**config.mk**
```make
export PLATFORM = sky130hd
export DESIGN_NAME = wr_ptr_ctrl_flat
export DESIGN_NICKNAME = d
export VERILOG_FILES = /design/src/rtl/wr_ptr_ctrl_if.sv /design/src/rtl/wr_ptr_ctrl.sv /design/src/flat_wrapper.sv
export SDC_FILE = /design/constraint.sdc
export NUM_CORES = 1
export LEC_CHECK = 0
export ABC_AREA = 1
export BUFFER_PORTS_ARGS = -buffer_cell sky130_fd_sc_hd__buf_2
export CAP_MARGIN = 40
export CORE_UTILIZATION = 45
export DETAILED_ROUTE_END_ITERATION = 8
export HOLD_SLACK_MARGIN = 0.1
export PLACE_DENSITY = 0.71
export SYNTH_ARGS = -nofsm -noshare
export SYNTH_HDL_FRONTEND = slang
export SYNTH_SLANG_ARGS = --single-unit
```
**constraint.sdc**
```tcl
create_clock -name wclk -period 2.5 [get_ports wclk]
set_input_delay 0.375 -clock wclk [delete_from_list [all_inputs] [get_ports wclk]]
set_output_delay 0.375 -clock wclk [all_outputs]
set_load 0.01 [all_outputs]
```
**src/rtl/wr_ptr_ctrl_if.sv**
```systemverilog
`default_nettype none
// ============================================================================
// Module      : wr_ptr_ctrl_if
// Description : Write-side bundle of the async FIFO pointer controller.
//               master = producer / parent side. It drives wr_en and the
//                        read Gray pointer, and it observes the status outputs.
//               slave  = wr_ptr_ctrl.
//               Signals:
//                 wr_en       producer write request
//                 rd_gptr     read-domain Gray pointer (ADDR_W+1)
//                 wr_fire     RAM write enable
//                 wr_addr     RAM write address (ADDR_W)
//                 wr_gptr     Gray write pointer to read-side sync (ADDR_W+1)
//                 full        FIFO holds DEPTH entries
//                 almost_full level at or above programmed threshold
//                 wr_level    occupancy seen from the write side (ADDR_W+1)
//                 overflow    sticky write-while-full flag
// Revision    : 1.0 - initial release
// ============================================================================
interface wr_ptr_ctrl_if #(
    parameter int ADDR_W = 3
);
    logic              wr_en;
    logic [ADDR_W:0]   rd_gptr;
    logic              wr_fire;
    logic [ADDR_W-1:0] wr_addr;
    logic [ADDR_W:0]   wr_gptr;
    logic              full;
    logic              almost_full;
    logic [ADDR_W:0]   wr_level;
    logic              overflow;

    modport master (
        output wr_en,
        output rd_gptr,
        input  wr_fire,
        input  wr_addr,
        input  wr_gptr,
        input  full,
        input  almost_full,
        input  wr_level,
        input  overflow
    );

    modport slave (
        input  wr_en,
        input  rd_gptr,
        output wr_fire,
        output wr_addr,
        output wr_gptr,
        output full,
        output almost_full,
        output wr_level,
        output overflow
    );
endinterface
`default_nettype wire

```
**src/rtl/wr_ptr_ctrl.sv**
```systemverilog
`default_nettype none
// ============================================================================
// Module      : wr_ptr_ctrl
// Description : Write-side pointer and flag controller for the async FIFO.
//               It keeps the binary and Gray write pointers and detects full
//               against the read Gray pointer. It also produces the fill
//               level, the almost-full flag and a sticky overflow flag.
// Ports       : wclk     write clock; all logic on posedge
//               wr_srst  synchronous active-high reset
//               bus      wr_ptr_ctrl_if.slave (see interface header)
// Config      : WR_PTR_SYNC_EN - when defined, rd_gptr is treated as
//               asynchronous and passes through an internal 2-flop
//               synchroniser. When undefined, rd_gptr is used directly.
// Revision    : 1.0 - initial release
// ============================================================================
module wr_ptr_ctrl #(
    parameter int ADDR_W       = 3,
    parameter int AFULL_THRESH = 2**ADDR_W - 2
) (
    input  logic           wclk,
    input  logic           wr_srst,
    wr_ptr_ctrl_if.slave   bus
);

    localparam logic [ADDR_W:0] c_AFULL = AFULL_THRESH[ADDR_W:0];

    logic [ADDR_W:0] r_bptr;
    logic [ADDR_W:0] r_gptr;
    logic [ADDR_W:0] r_level;
    logic            r_full;
    logic            r_afull;
    logic            r_ovf;

    logic            w_fire;
    logic [ADDR_W:0] w_bptr_nx;
    logic [ADDR_W:0] w_gptr_nx;
    logic [ADDR_W:0] w_rq;
    logic [ADDR_W:0] w_rbin;
    logic [ADDR_W:0] w_level_nx;
    logic            w_full_nx;
    logic            w_afull_nx;

`ifdef WR_PTR_SYNC_EN
    // Two-flop synchroniser for the read pointer from the rclk domain. Each
    // Gray step changes a single bit, so a sampled value is always either the
    // old pointer or the new pointer.
    logic [ADDR_W:0] r_sync1;
    logic [ADDR_W:0] r_sync2;

    always_ff @(posedge wclk) begin
        if (wr_srst) begin
            r_sync1 <= '0;
            r_sync2 <= '0;
        end else begin
            r_sync1 <= bus.rd_gptr;
            r_sync2 <= r_sync1;
        end
    end

    assign w_rq = r_sync2;
`else
    assign w_rq = bus.rd_gptr;
`endif

    // A write in the reset cycle is ignored, so the RAM must not write then.
    assign w_fire     = bus.wr_en & ~r_full & ~wr_srst;
    assign w_bptr_nx  = r_bptr + {{ADDR_W{1'b0}}, w_fire};
    assign w_gptr_nx  = w_bptr_nx ^ (w_bptr_nx >> 1);

    // Gray-to-binary: each binary bit is the XOR of all Gray bits at or above it.
    always_comb begin
        w_rbin = '0;
        for (int i = 0; i <= ADDR_W; i++) begin
            w_rbin[i] = ^(w_rq >> i);
        end
    end

    // Full means the write pointer is exactly one lap ahead of the read pointer.
    // In Gray code that is the read pointer with its two MSBs inverted.
    assign w_full_nx  = (w_gptr_nx == {~w_rq[ADDR_W:ADDR_W-1], w_rq[ADDR_W-2:0]});
    assign w_level_nx = w_bptr_nx - w_rbin;
    assign w_afull_nx = (w_level_nx >= c_AFULL);

    always_ff @(posedge wclk) begin
        if (wr_srst) begin
            r_bptr  <= '0;
            r_gptr  <= '0;
            r_level <= '0;
            r_full  <= 1'b0;
            r_afull <= 1'b0;
            r_ovf   <= 1'b0;
        end else begin
            r_bptr  <= w_bptr_nx;
            r_gptr  <= w_gptr_nx;
            r_level <= w_level_nx;
            r_full  <= w_full_nx;
            r_afull <= w_afull_nx;
            r_ovf   <= r_ovf | (bus.wr_en & r_full);
        end
    end

    assign bus.wr_fire     = w_fire;
    assign bus.wr_addr     = r_bptr[ADDR_W-1:0];
    assign bus.wr_gptr     = r_gptr;
    assign bus.full        = r_full;
    assign bus.almost_full = r_afull;
    assign bus.wr_level    = r_level;
    assign bus.overflow    = r_ovf;

endmodule
`default_nettype wire

```
**src/flat_wrapper.sv**
```systemverilog
// flat-port wrapper written by rule: the top's interface ports become plain ports
module wr_ptr_ctrl_flat 
#(
    parameter int ADDR_W       = 3,
    parameter int AFULL_THRESH = 2**ADDR_W - 2
)
  (wclk, wr_srst, bus_wr_en, bus_rd_gptr, bus_wr_fire, bus_wr_addr, bus_wr_gptr, bus_full, bus_almost_full, bus_wr_level, bus_overflow);
  wr_ptr_ctrl_if #(.ADDR_W(ADDR_W)) bus_i ();
  input  logic wclk;
  input  logic wr_srst;
  input wire logic [$bits(bus_i.wr_en)-1:0] bus_wr_en;
  input wire logic [$bits(bus_i.rd_gptr)-1:0] bus_rd_gptr;
  output wire logic [$bits(bus_i.wr_fire)-1:0] bus_wr_fire;
  output wire logic [$bits(bus_i.wr_addr)-1:0] bus_wr_addr;
  output wire logic [$bits(bus_i.wr_gptr)-1:0] bus_wr_gptr;
  output wire logic [$bits(bus_i.full)-1:0] bus_full;
  output wire logic [$bits(bus_i.almost_full)-1:0] bus_almost_full;
  output wire logic [$bits(bus_i.wr_level)-1:0] bus_wr_level;
  output wire logic [$bits(bus_i.overflow)-1:0] bus_overflow;
  assign bus_i.wr_en = bus_wr_en;
  assign bus_i.rd_gptr = bus_rd_gptr;
  assign bus_wr_fire = bus_i.wr_fire;
  assign bus_wr_addr = bus_i.wr_addr;
  assign bus_wr_gptr = bus_i.wr_gptr;
  assign bus_full = bus_i.full;
  assign bus_almost_full = bus_i.almost_full;
  assign bus_wr_level = bus_i.wr_level;
  assign bus_overflow = bus_i.overflow;
  wr_ptr_ctrl #(.ADDR_W(ADDR_W), .AFULL_THRESH(AFULL_THRESH)) u_core (.wclk(wclk), .wr_srst(wr_srst), .bus(bus_i));
endmodule
```
======== Word-level counts from Yosys, hierarchy flattened ========
Cells that the tools add are included.
cells by class
  add/sub/neg operators ................... 2
  magnitude comparators ................... 1
  equal/unequal tests ..................... 1
  bitwise operators ....................... 8
  reduce and logical (&&, ||, !) cells .... 4
operators with widths
  cell                                                  number
  XOR reduction 4 bit                                   4
  adder 4 x 1 -> 4 bit                                  1
  equality test 4 bit                                   1
  >= comparator 4 x 3 -> 1 bit (second input constant)  1
  subtractor 4 bit                                      1
  bitwise XOR 4 x 3 -> 4 bit                            1
  AND 1 bit                                             3
  inverter 1 bit                                        2
  inverter 2 bit                                        1
  OR 1 bit                                              1
storage, ports and cells
  register bits ........................... 15
  input port bits ......................... 7
  logic and storage cells ................. 22

======== Depth between registers and ports, before layout ========
Gate-level depths: netlist of run 1.
  word-level depth ........................ 6
  mapped depth ............................ 16
  mapped depth without buffers ............ 16

======== Least setup slack after synthesis of run 1 ========
No wires, ideal clock.
  path kind ............................... input port to flip-flop
  start point ............................. input port wr_srst
  end point ............................... register u_core.r_afull, in the netlist u_core.bus.almost_full
  arrival time ............................ 2.156 ns
  required time ........................... 2.385 ns
  setup slack ............................. 0.229 ns
  stages on the path ...................... 14
  buffers on the path ..................... 0
  path through ............................ inv_1 nand2_1 nor2_1 ha_1 ha_1 nand2_1 nand2_2 inv_1 ha_1 a21oi_1 nor2b_1 nand3_1 nand3_1 nand2_1
between the ends
  longest elaborated chain between the ends .. 5
ends and longest elaborated chain
  item                           RTL line            RTL
  start, declared                flat_wrapper.sv:10  input logic wr_srst;
  inverter 1 bit                 wr_ptr_ctrl.sv:66   assign w_fire = bus.wr_en & ~r_full & ~wr_srst;
  AND 1 bit                      wr_ptr_ctrl.sv:66
  named net bus_wr_fire          flat_wrapper.sv:13  output wire logic [$bits(bus_i.wr_fire)-1:0] bus_wr_fire;
  adder 4 x 1 -> 4 bit           wr_ptr_ctrl.sv:67   assign w_bptr_nx = r_bptr + {{ADDR_W{1'b0}}, w_fire};
  named net u_core.w_bptr_nx[2]  wr_ptr_ctrl.sv:35   logic [ADDR_W:0] w_bptr_nx;
  subtractor 4 bit               wr_ptr_ctrl.sv:81   assign w_level_nx = w_bptr_nx - w_rbin;
  >= comparator 4 x 3 -> 1 bit   wr_ptr_ctrl.sv:82   assign w_afull_nx = (w_level_nx >= c_AFULL);
  end signal, assigned           wr_ptr_ctrl.sv:97   r_afull <= w_afull_nx;
  end, declared                  wr_ptr_ctrl.sv:31   logic r_afull;
The timed path passes the listed nets, and every way through them passes these cells.
A chain may end at the register's enable or synchronous reset.

======== Worst setup path after layout of run 1 ========
  start point ............................. register u_core.r_full, in the netlist u_core.bus.full
  end point ............................... register u_core.r_afull, in the netlist u_core.bus.almost_full
between the ends
  longest elaborated chain between the ends .. 6
ends and longest elaborated chain
  item                           RTL line           RTL
  start, declared                wr_ptr_ctrl.sv:30  logic r_full;
  start signal, assigned         wr_ptr_ctrl.sv:96  r_full <= w_full_nx;
  inverter 1 bit                 wr_ptr_ctrl.sv:66
  AND 1 bit (2 in series)        wr_ptr_ctrl.sv:66
  adder 4 x 1 -> 4 bit           wr_ptr_ctrl.sv:67
  named net u_core.w_bptr_nx[2]  wr_ptr_ctrl.sv:35
  subtractor 4 bit               wr_ptr_ctrl.sv:81
  >= comparator 4 x 3 -> 1 bit   wr_ptr_ctrl.sv:82
The timed path passes the listed nets, and every way through them passes these cells.

==> parameters.txt, run 1 <==
Parameter                              Value

Outcome
  Result of the run ... finished, final reports clean

Logic synthesis
  Combined area of all synthesized cells ... 720.7 sq um
  Share of flip-flops with an asynchronous set or reset after synthesis ... 0%
  Most common flop cell mapped by yosys ... sky130_fd_sc_hd__dfxtp_1
  Number of distinct library cells after synthesis ... 17
  Register area share after synthesis ... 38.89%
  Largest cells by area after synthesis ... sky130_fd_sc_hd__dfxtp_1 (39%), sky130_fd_sc_hd__nand2_1 (14%), sky130_fd_sc_hd__ha_1 (8.7%), sky130_fd_sc_hd__nand3_1 (6.9%), sky130_fd_sc_hd__nor2_1 (6.8%)
  Library cell with the highest instance count after synthesis ... sky130_fd_sc_hd__nand2_1
  Area share of the largest cell type after synthesis ... 38.89%
  Synthesized net count ... 110
  Count of synthesis-stage warnings from yosys ... 0
  Synthesized instance count ... 97
  Largest area contributor in the synthesized netlist ... sky130_fd_sc_hd__dfxtp_1
  Post-synth EDFFs ... 0
  Flip-flop and latch count after synthesis ... 14
  Syn Area/Cell ... 7.430 sq um
  Most instantiated cells after synthesis ... sky130_fd_sc_hd__nand2_1 (26), sky130_fd_sc_hd__dfxtp_1 (14), sky130_fd_sc_hd__nor2_1 (13)

Die
  Total Die Area ... 1766 sq um
  Die X ... 42.02 um
  Initial core utilization ... 47.84%
  Ports ... 22
  Core footprint ... 1506 sq um
  Die Span Y ... 42.02 um
  Standard-cell rows ... 14

Drt
  Wire per inst ... 10.68 um
  Detailed router's first-iteration violation count ... 8
  Via count ... 678
  Drt first pass iters ... 4
  Routed via count divided by cell count ... 4.913
  Post-DRT Antenna Nets ... 0
  Top layer in use ... met4
  Routed met1 length ... 702 um
  Length of routed met3 wiring ... 48 um
  Routed met2 length ... 679 um
  DRC errors left ... 0
  Routed WL ... 1.474 mm

CTS
  Number of sinks driven by the clock tree ... 14
  Setup repair bufs after CTS ... 0
  Clock-pin slew on the worst setup and hold paths ... 0.08 ns
  Total of hold buffers inserted after clock tree synthesis ... 0
  Clock network latency to the later pin of the worst-skew pair ... 0.28 ns
  Clock tree from TritonCTS ... done
  CTS root buf ... sky130_fd_sc_hd__clkbuf_4
  Cts repair resizes ... 0
  CTS H-tree lvls ... 1
  Max Buffers Root-to-Sink ... 2
  Clock buffer count from CTS ... 3

Power
  Power, Total ... 512.3 uW
  Maximum VDD drop ... 0.3305 mV
  P per Cell Area ... 582.5 nW/um^2
  Leakage power total ... 0.4953 nW

GRT
  Via count of the first global-routing pass ... 542
  Pin count of the biggest net entering global routing ... 12
  Wire length of the first global-routing pass ... 2.449 mm
  Antenna violations before repair ... 0
  Remaining global-route overflow ... 0
  Total routing resource utilization after global routing ... 19.17%

Layout
  Number of standard cells in the final layout excluding fillers ... 138
  Layout Utilization ... 58.39%
  Count of inserted antenna diode cells ... 0
  Final nets ... 137
  Final std cell area, no fill ... 879.6 sq um
  Area growth from synthesis to layout ... 22.05%
  Share of cells above drive strength 1 ... 23.77%

Min path
  Min-Delay Path Depth ... 3
  Hold wc startpoint ... bus_wr_en
  Hold worst-path end ... u_core.bus.overflow$_SDFF_PP0_
  Hold/Removal Path Class ... input pin to flip-flop

Timing
  Hold slack final ... 0.3474 ns
  Final Skew ... 0.007969 ns
  Unrepaired setup endpoints after global routing ... false
  Post-route setup slack ... 0.3289 ns
  Actual slew at the worst max-slew pin ... 0.2019 ns
  Setup violations, final ... 0
  Sum Neg Setup Slack ... 0 ns
  Min Clock Period, post-route ... 2.171 ns
  FMAX ... 460.6 MHz
  Relative slew slack ... 86.47%
  Final worst path period share ... 86.84%
  Number of failing hold endpoints at the final stage ... 0
  Final slew viol count ... 0

Placement
  Total cell area at the placement stage ... 857.1 sq um
  Final RePlAce weighted congestion ... 0.8189
  HPWL Detailed ... 1.149 mm
  Worst slack at placement ... 0.04722 ns
  Count of placed standard cells including taps ... 135
  Count of input and output buffers ... 21

Worst setup path
  Critical-path cell with the highest stage delay ... sky130_fd_sc_hd__dfxtp_1
  Data required time of the critical path ... 2.68 ns
  Type of the worst setup path ... flip-flop to flip-flop
  Arrival time of data at the critical path endpoint ... 2.35 ns
  Largest fanout of any net on the critical path ... 5
  Cell type with the highest occurrence count on the critical path ... sky130_fd_sc_hd__ha_1
  Critical path startpoint category ... flip-flop
  Depth of the most critical reg-to-reg path ... 13
  R2R Path End ... u_core.bus.almost_full$_SDFF_PP0_
  Number of buffer and inverter stages on the critical path ... 2
  Top cell family by delay on the critical path ... adder cells
  Ordered list of cells on the worst path ... nor2_1, ha_1, ha_1, inv_1, nand2_1, nand2_2, inv_1, ha_1, a21oi_1, nor2b_1, nand3_1, nand3_1, nand2_1
  CP Capture Type ... flip-flop
  Critical path's largest stage delay ... 0.35 ns
  Reg2reg setup slack ... 0.33 ns
  Startpoint of the lowest-slack register-to-register path ... u_core.bus.full$_SDFF_PP0_

Job
  Total of max-cap violations ... 0
[worst max path at each step]
stage	to	cells past startpoint	start
global route	u_core.bus.almost_full$_SDFF_PP0_	15	wr_srst
global placement	u_core.bus.almost_full$_SDFF_PP0_	15	wr_srst
detailed placement	u_core.bus.almost_full$_SDFF_PP0_	15	wr_srst
CTS	u_core.bus.almost_full$_SDFF_PP0_	13	u_core.bus.full$_SDFF_PP0_
finish	u_core.bus.almost_full$_SDFF_PP0_	13	u_core.bus.full$_SDFF_PP0_
floorplan	u_core.bus.almost_full$_SDFF_PP0_	14	wr_srst
[registers in the layout (all words and copies together) (netlist names)]
signal                  flops
u_core.bus.wr_gptr          4
u_core.bus.full             1
u_core.bus.wr_level         4
u_core.bus.almost_full      1
u_core.bus.overflow         1
u_core.r_bptr               3
[cells in the final DEF (no fill, tap or decap), drive strengths merged]
cell type and count:
dfxtp 14, ha 5, xnor2 3, nand3 10
buf 23, fa 1, inv 12, nor2 13
a21oi 5, nor2b 1, xor2 1, clkbuf 3
o21ai 1, nand3b 1, nand4 2, nand2 27
[kinds of logic after synthesis]
kind of cell / count (synthesis) / synth area share [%]
AOI/OAI and AO/OA: 6 / 4.165
buffers and inverters: 13 / 6.770
DFF: 14 / 38.89
and+or+nand+nor: 54 / 31.77
adders and majority gates: 6 / 11.46
xor gates and xnor gates: 4 / 6.946
[area by class of cell]
class	count	area (sq um)
sequential	14	280.3
tap	16	20.02
clock buffer	3	22.52
multi-input combinational	70	391.6
inverter	12	45.04
fill	145	626.9
timing repair buffer	23	120.1
[per-layer routing]
layer	up-vias	GRT usage, %
met4	0	13.13
met3	5	2.586
met5	-	0
met2	19	30.63
met1	296	23.90
li1	358	-
[worst min-delay path: cells and delay by family]
kind | cells | cell delay, ns
buffers and inverters | 1 | 0.09
AO/OA/AOI/OAI | 1 | 0.06
AND/OR/NAND/NOR | 1 | 0.08
[power breakdown]
part	total (mW)	switching, mW	internal [mW]
Clock	0.126	0.0696	0.0560
Sequential	0.251	0.00524	0.245
Combinational	0.136	0.0781	0.0583
Total	0.512	0.153	0.360
Note: power is estimated with default switching activity, not from simulation.
==> inputs of run 2 (changes only) <==
Settings changed: CELL_PAD_IN_SITES_DETAIL_PLACEMENT set to 1, CELL_PAD_IN_SITES_GLOBAL_PLACEMENT set to 2, CORE_UTILIZATION 45 to 26, PLACE_DENSITY 0.71 to not set, PLACE_DENSITY_LB_ADDON set to 0.1.
==> run 2 against run 1 <==
Against the previous run:
- power is 1.8% higher
- register-to-register slack better by 0.09 ns
- fmax is 4.4% higher
- core utilization is 23 points lower
- sequential share of layout area is 1.1 points lower
- critical path type unchanged
- via count is 0.59% higher
- design area is 3.7% higher
- setup slack better by 0.092 ns
- final cell count is 12% higher
- hold slack worse by 0.0040 ns
- flip-flop and latch count stayed put
- sequential power hardly changed
==> parameters.txt, run 2 (synthesized netlist as in run 1, its figures left out) <==
Parameter                              Value

Worst setup path
  Arrival time of data at the critical path endpoint ... 2.26 ns
  R2R Path End ... u_core.bus.almost_full$_SDFF_PP0_
  Reg2reg setup slack ... 0.42 ns
  Data required time of the critical path ... 2.68 ns
  Largest fanout of any net on the critical path ... 3
  Critical path endpoint ... u_core.bus.almost_full$_SDFF_PP0_
  CP Capture Type ... flip-flop
  Type of the worst setup path ... flip-flop to flip-flop
  Critical path startpoint category ... flip-flop
  Worst setup path start ... u_core.bus.full$_SDFF_PP0_
  Depth of the most critical reg-to-reg path ... 13
  Startpoint of the lowest-slack register-to-register path ... u_core.bus.full$_SDFF_PP0_

Placement
  Total cell area at the placement stage ... 889.6 sq um
  HPWL Detailed ... 1.499 mm
  Final RePlAce weighted congestion ... 0.7441
  Count of input and output buffers ... 21
  Count of placed standard cells including taps ... 151

Power
  Power spent charging and discharging nets ... 160.2 uW
  Leakage power total ... 0.5043 nW
  Maximum VDD drop ... 0.3099 mV
  Proportion of power drawn by combinational gates ... 27.0%
  Sw frac ... 30.72%
  Clk network pwr share ... 24.6%
  P per Cell Area ... 571.8 nW/um^2
  Reg power frac ... 48.5%
  Power, Total ... 521.6 uW
  Cell internal power dissipation ... 361.4 uW

Die
  Standard-cell rows ... 18
  Ports ... 22
  Die Span Y ... 54.65 um
  Core footprint ... 2545 sq um
  Initial core utilization ... 28.32%
  Die X ... 54.65 um
  Total Die Area ... 2987 sq um

Timing
  Hold slack final ... 0.3433 ns
  Sum Neg Setup Slack ... 0 ns
  Setup violations, final ... 0
  Min Clock Period, post-route ... 2.079 ns
  Final Skew ... 0.004340 ns
  Number of failing hold endpoints at the final stage ... 0
  FMAX ... 481.1 MHz
  Relative slew slack ... 85.70%
  Final worst path period share ... 83.15%
  Unrepaired setup endpoints after global routing ... false
  Actual slew at the worst max-slew pin ... 0.2130 ns
  Final slew viol count ... 0

CTS
  Setup repair bufs after CTS ... 0
  Cts repair resizes ... 0
  Clock buffer count from CTS ... 3
  Number of sinks driven by the clock tree ... 14
  Total of hold buffers inserted after clock tree synthesis ... 0
  Max Buffers Root-to-Sink ... 2
  Clock-pin slew on the worst setup and hold paths ... 0.08 ns
  Clock tree from TritonCTS ... done
  Clock network latency to the later pin of the worst-skew pair ... 0.28 ns
  CTS H-tree lvls ... 1
  CTS root buf ... sky130_fd_sc_hd__clkbuf_4

Drt
  DRC errors left ... 0
  Routed WL ... 1.796 mm
  Routed via count divided by cell count ... 4.429
  Detailed router's first-iteration violation count ... 8
  Drt first pass iters ... 2
  Wire per inst ... 11.66 um
  Post-DRT Antenna Nets ... 0
  Via count ... 682

GRT
  Remaining global-route overflow ... 0
  Via count of the first global-routing pass ... 666
  Total routing resource utilization after global routing ... 15.23%
  Pin count of the biggest net entering global routing ... 12
  Antenna violations before repair ... 0
  Wire length of the first global-routing pass ... 2.994 mm

Layout
  Number of fillers in the final layout ... 336
  Number of standard cells in the final layout excluding fillers ... 154
  Final nets ... 139
  Commonest non-fill, non-tap cell in the layout ... sky130_fd_sc_hd__nand2_1
  Share of cells above drive strength 1 ... 25.00%
  Count of inserted antenna diode cells ... 0
  Top library cells by usage in the layout, fill and taps aside ... sky130_fd_sc_hd__nand2_1 (26), sky130_fd_sc_hd__buf_2 (21), sky130_fd_sc_hd__dfxtp_1 (14)
  Sequential cell area ... 280.3 sq um
  Area growth from synthesis to layout ... 26.56%
  Final std cell area, no fill ... 912.1 sq um
  Area of the multi-input gates ... 391.6 sq um

Min path
  Hold/Removal Path Class ... input pin to flip-flop

Outcome
  Result of the run ... finished, final reports clean

Job
  Total of max-cap violations ... 0
## run 2: layout make-up
| cell class | instances | share of cell area [%] |
|---|---|---|
| multi-input cells | 70 | 42.94 |
| flip-flops and latches | 14 | 30.73 |
| repair buffers | 25 | 14.81 |
| inverters | 12 | 4.938 |
| well taps | 30 | 4.115 |
| clock buffers | 3 | 2.469 |
## run 2: layer usage
metal / up-vias / GRT usage, % / part of all wire (%)
met4: 0 / 10.26 / 2.2
met1: 304 / 19.14 / 50
met3: 4 / 4.444 / 4.3
li1: 359 / - / -
met2: 15 / 22.09 / 43
met5: - / 0 / 0
## run 2: worst min-delay path by stage
stage	startpoint	to	slack, ns	depth (start not counted)
after floorplan	wr_srst	u_core.bus.wr_level[1]$_SDFF_PP0_	0.46	1
after global placement	u_core.bus.overflow$_SDFF_PP0_	u_core.bus.overflow$_SDFF_PP0_	0.45	2
after detailed placement	u_core.bus.overflow$_SDFF_PP0_	u_core.bus.overflow$_SDFF_PP0_	0.45	2
after CTS	bus_wr_en	u_core.bus.overflow$_SDFF_PP0_	0.33	3
after global routing	bus_wr_en	u_core.bus.overflow$_SDFF_PP0_	0.38	3
final	bus_wr_en	u_core.bus.overflow$_SDFF_PP0_	0.34	3
## run 2: power groups by stage
stage                     clock [mW]  sequential [mW]  combinational (mW)
after detailed placement           0            0.258               0.143
after global placement             0            0.257               0.144
after CTS                      0.143            0.253               0.145
final                          0.128            0.253               0.141
after global routing           0.152            0.255               0.166
after floorplan                    0            0.270              0.0769
## run 2: stage by stage
stage / util [%] / worst slack (ns)
after floorplan: - / 0.2290
after global placement: 34.96 / 0.1776
after detailed placement: 34.96 / 0.1215
after CTS: 35.84 / 0.3757
after global routing: 35.84 / 0.2173
final: 35.84 / 0.4213
## run 2: critical path, cell delays in order, from the launching register on
cell	delay, ns
sky130_fd_sc_hd__dfxtp_1	0.36
sky130_fd_sc_hd__nor2_1	0.07
sky130_fd_sc_hd__ha_1	0.20
sky130_fd_sc_hd__ha_1	0.20
sky130_fd_sc_hd__inv_1	0.05
sky130_fd_sc_hd__nand2_1	0.07
sky130_fd_sc_hd__nand2_2	0.07
sky130_fd_sc_hd__inv_1	0.07
sky130_fd_sc_hd__ha_1	0.33
sky130_fd_sc_hd__a21oi_1	0.17
sky130_fd_sc_hd__nor2b_1	0.14
sky130_fd_sc_hd__nand3_1	0.08
sky130_fd_sc_hd__nand3_1	0.10
sky130_fd_sc_hd__nand2_1	0.05
==> inputs of run 3 (changes only) <==
Settings changed: ABC_AREA 1 to 0, CORE_UTILIZATION 26 to 25.
Clock period 2.5 ns to 1.85 ns, I/O delays scaled along.
==> run 3 against run 2 <==
Against the previous run:
- the run now ends with negative setup slack left
- setup slack worse by 0.60 ns
- design area grew 19%
- routed wire length is 16% lower
- sequential power rose by 35%
- global-route usage down 2.1 points
- synthesized cell count decreased by 38%
- clock skew is 0.0073 ns higher
- register-to-register slack got worse by 0.60 ns
- core utilization up 11 points
- first-iteration DRC count shrank 88%
- critical path depth fell by 4
- critical path type unchanged
- largest cell class unchanged
- largest power group unchanged
==> parameters.txt, run 3 <==
Parameter                              Value

Timing
  FMAX ... 492.2 MHz
  Actual slew at the worst max-slew pin ... 0.2883 ns
  Post-route setup slack ... -0.1818 ns
  Setup violations, final ... 3
  Relative slew slack ... 80.71%
  Final worst path period share ... 109.8%
  Min Clock Period, post-route ... 2.032 ns
  Final slew viol count ... 0
  Final Skew ... 0.01168 ns
  Number of failing hold endpoints at the final stage ... 0
  Unrepaired setup endpoints after global routing ... true
  Hold slack final ... 0.2546 ns

GRT
  Total routing resource utilization after global routing ... 13.12%
  Wire length of the first global-routing pass ... 2.484 mm
  Via count of the first global-routing pass ... 595
  Antenna violations before repair ... 0
  Pin count of the biggest net entering global routing ... 15
  Remaining global-route overflow ... 0

Worst setup path
  Largest fanout of any net on the critical path ... 4
  Type of the worst setup path ... flip-flop to flip-flop
  CP Capture Type ... flip-flop
  Critical path startpoint category ... flip-flop
  Arrival time of data at the critical path endpoint ... 2.20 ns
  Data required time of the critical path ... 2.02 ns

Power
  Reg power frac ... 40.8%
  P per Cell Area ... 766.7 nW/um^2
  Proportion of power drawn by combinational gates ... 32.9%
  Leakage power total ... 0.5301 nW
  Cell internal power dissipation ... 603.7 uW
  Sw frac ... 27.66%
  Maximum VDD drop ... 0.5062 mV
  Power spent charging and discharging nets ... 230.9 uW
  Clk network pwr share ... 26.3%

Logic synthesis
  Most common flop cell mapped by yosys ... sky130_fd_sc_hd__dfxtp_1
  Most instantiated cells after synthesis ... sky130_fd_sc_hd__dfxtp_1 (14), sky130_fd_sc_hd__nor2_1 (11), sky130_fd_sc_hd__xnor2_1 (6)
  Post-synth EDFFs ... 0
  Syn Area/Cell ... 10.70 sq um
  Flip-flop and latch count after synthesis ... 14
  Largest area contributor in the synthesized netlist ... sky130_fd_sc_hd__dfxtp_1
  Share of flip-flops with an asynchronous set or reset after synthesis ... 0%
  Combined area of all synthesized cells ... 641.9 sq um
  Area share of the largest cell type after synthesis ... 43.66%
  Synthesized instance count ... 60
  Count of synthesis-stage warnings from yosys ... 0
  Library cell with the highest instance count after synthesis ... sky130_fd_sc_hd__dfxtp_1
  Number of distinct library cells after synthesis ... 20
  Largest cells by area after synthesis ... sky130_fd_sc_hd__dfxtp_1 (44%), sky130_fd_sc_hd__ha_1 (9.7%), sky130_fd_sc_hd__xnor2_1 (8.2%), sky130_fd_sc_hd__nor2_1 (6.4%), sky130_fd_sc_hd__xor2_1 (5.5%)
  Register area share after synthesis ... 43.66%
  Synthesized net count ... 73

Drt
  Detailed router's first-iteration violation count ... 1
  Wire per inst ... 11.03 um
  Via count ... 558
  Post-DRT Antenna Nets ... 0
  DRC errors left ... 0
  Routed WL ... 1.500 mm
  Drt first pass iters ... 2
  Routed via count divided by cell count ... 4.103

Placement
  Final RePlAce weighted congestion ... 0.7163
  HPWL Detailed ... 1.179 mm
  Count of input and output buffers ... 21

CTS
  Number of sinks driven by the clock tree ... 14
  Clock tree from TritonCTS ... done
  CTS H-tree lvls ... 1
  Clock buffer count from CTS ... 3
  Max Buffers Root-to-Sink ... 2
  Clock network latency to the later pin of the worst-skew pair ... 0.28 ns
  Total of hold buffers inserted after clock tree synthesis ... 0
  CTS root buf ... sky130_fd_sc_hd__clkbuf_4
  Clock-pin slew on the worst setup and hold paths ... 0.09 ns

Layout
  Layout Utilization ... 46.95%
  Final nets ... 122
  Area growth from synthesis to layout ... 69.59%
  Commonest non-fill, non-tap cell in the layout ... sky130_fd_sc_hd__buf_4
  Top library cells by usage in the layout, fill and taps aside ... sky130_fd_sc_hd__buf_4 (24), sky130_fd_sc_hd__buf_2 (21), sky130_fd_sc_hd__dfxtp_1 (13)
  Area of the multi-input gates ... 436.7 sq um
  Share of cells above drive strength 1 ... 60.19%
  Sequential cell area ... 281.5 sq um
  Number of fillers in the final layout ... 273
  Count of inserted antenna diode cells ... 0

Die
  Core footprint ... 2318 sq um
  Standard-cell rows ... 17
  Initial core utilization ... 27.68%
  Die Span Y ... 52.67 um
  Total Die Area ... 2774 sq um
  Ports ... 22
  Die X ... 52.67 um

Job
  Total of max-cap violations ... 0

Min path
  Hold/Removal Path Class ... input pin to flip-flop

Outcome
  Violated checks ... negative setup slack
  Result of the run ... finished, violations left
-- run 3: cell types whose count changed after synthesis, sizes merged, moves of 3 or more --
cell   before  now
nand2      27    1
inv        12    3
nand3      10    2
xor2        1    6
xnor2       3    6
-- run 3: final cells by class --
class	count	share of cell area (%)
multi-input combinational	42	40.12
timing repair buffer	45	26.21
sequential	14	25.86
clock buffer	4	3.333
tap	28	3.218
inverter	3	1.264
-- run 3: path summary, 6_finish.rpt --
check                           cells after the start                                 to  slack (ns)                           start
worst min register to register                      2     u_core.bus.overflow$_SDFF_PP0_        0.48  u_core.bus.overflow$_SDFF_PP0_
worst max-delay path                                9  u_core.bus.almost_full$_SDFF_PP0_       -0.18      u_core.bus.full$_SDFF_PP0_
worst max register to register                      9  u_core.bus.almost_full$_SDFF_PP0_       -0.18      u_core.bus.full$_SDFF_PP0_
worst min-delay path                                3     u_core.bus.overflow$_SDFF_PP0_        0.25                       bus_wr_en
-- run 3: power by group through the flow --
| stage | sequential [mW] | clock, mW | combinational [mW] |
|---|---|---|---|
| global route | 0.344 | 0.244 | 0.306 |
| floorplan | 0.365 | 0 | 0.110 |
| CTS | 0.341 | 0.234 | 0.259 |
| finish | 0.341 | 0.220 | 0.274 |
| detailed placement | 0.347 | 0 | 0.239 |
| global placement | 0.347 | 0 | 0.237 |
-- run 3: kinds of logic after synthesis --
| kind of cell | Yosys count | share of synthesized area, % |
|---|---|---|
| AND/OR/NAND/NOR | 18 | 13.45 |
| flip-flops | 14 | 43.66 |
| XOR/XNOR | 13 | 22.22 |
| adder cells (fa/ha/maj) | 6 | 12.87 |
| AO/OA/AOI/OAI | 5 | 5.456 |
| buffers and inverters | 4 | 2.338 |
-- run 3: what timing repair did --
action,in CTS,in global routing
buffers inserted,4,3
endpoints found under the setup margin,4,5
gates resized for setup,4,5
pin swaps,8,2
-- run 3: worst max-delay path, stage by stage, from the launching register on --
cell and delay [ns]:
sky130_fd_sc_hd__dfxtp_2 0.34, sky130_fd_sc_hd__nor3b_4 0.22, sky130_fd_sc_hd__ha_4 0.19, sky130_fd_sc_hd__ha_4 0.15, sky130_fd_sc_hd__xor2_4 0.24, sky130_fd_sc_hd__ha_4 0.25
sky130_fd_sc_hd__a21oi_2 0.12, sky130_fd_sc_hd__o21ai_1 0.09, sky130_fd_sc_hd__xnor3_1 0.25, sky130_fd_sc_hd__a21oi_2 0.06
-- run 3: per-layer routing --
layer | vias up | GRT usage, % | part of all wire [%]
li1 | 288 | - | -
met1 | 257 | 14.31 | 45
met2 | 11 | 22.36 | 50
met3 | 2 | 1.739 | 3.2
met4 | 0 | 10.53 | 1.8
met5 | - | 0 | 0
-- run 3: through the flow --
stage / cells / instance area (sq um) / worst slack, ns / power (mW) / setup TNS, ns
floorplan: 60 / 700.7 / -0.2198 / 0.4745 / -0.5899
global placement: 125 / 964.7 / -0.3277 / 0.5838 / -1.072
detailed placement: 125 / 964.7 / -0.3714 / 0.5862 / -1.267
CTS: 133 / 1051 / -0.1919 / 0.8344 / -0.5628
global route: 136 / 1089 / -0.3105 / 0.8928 / -0.9750
finish: 136 / 1089 / -0.1818 / 0.8346 / -0.5140
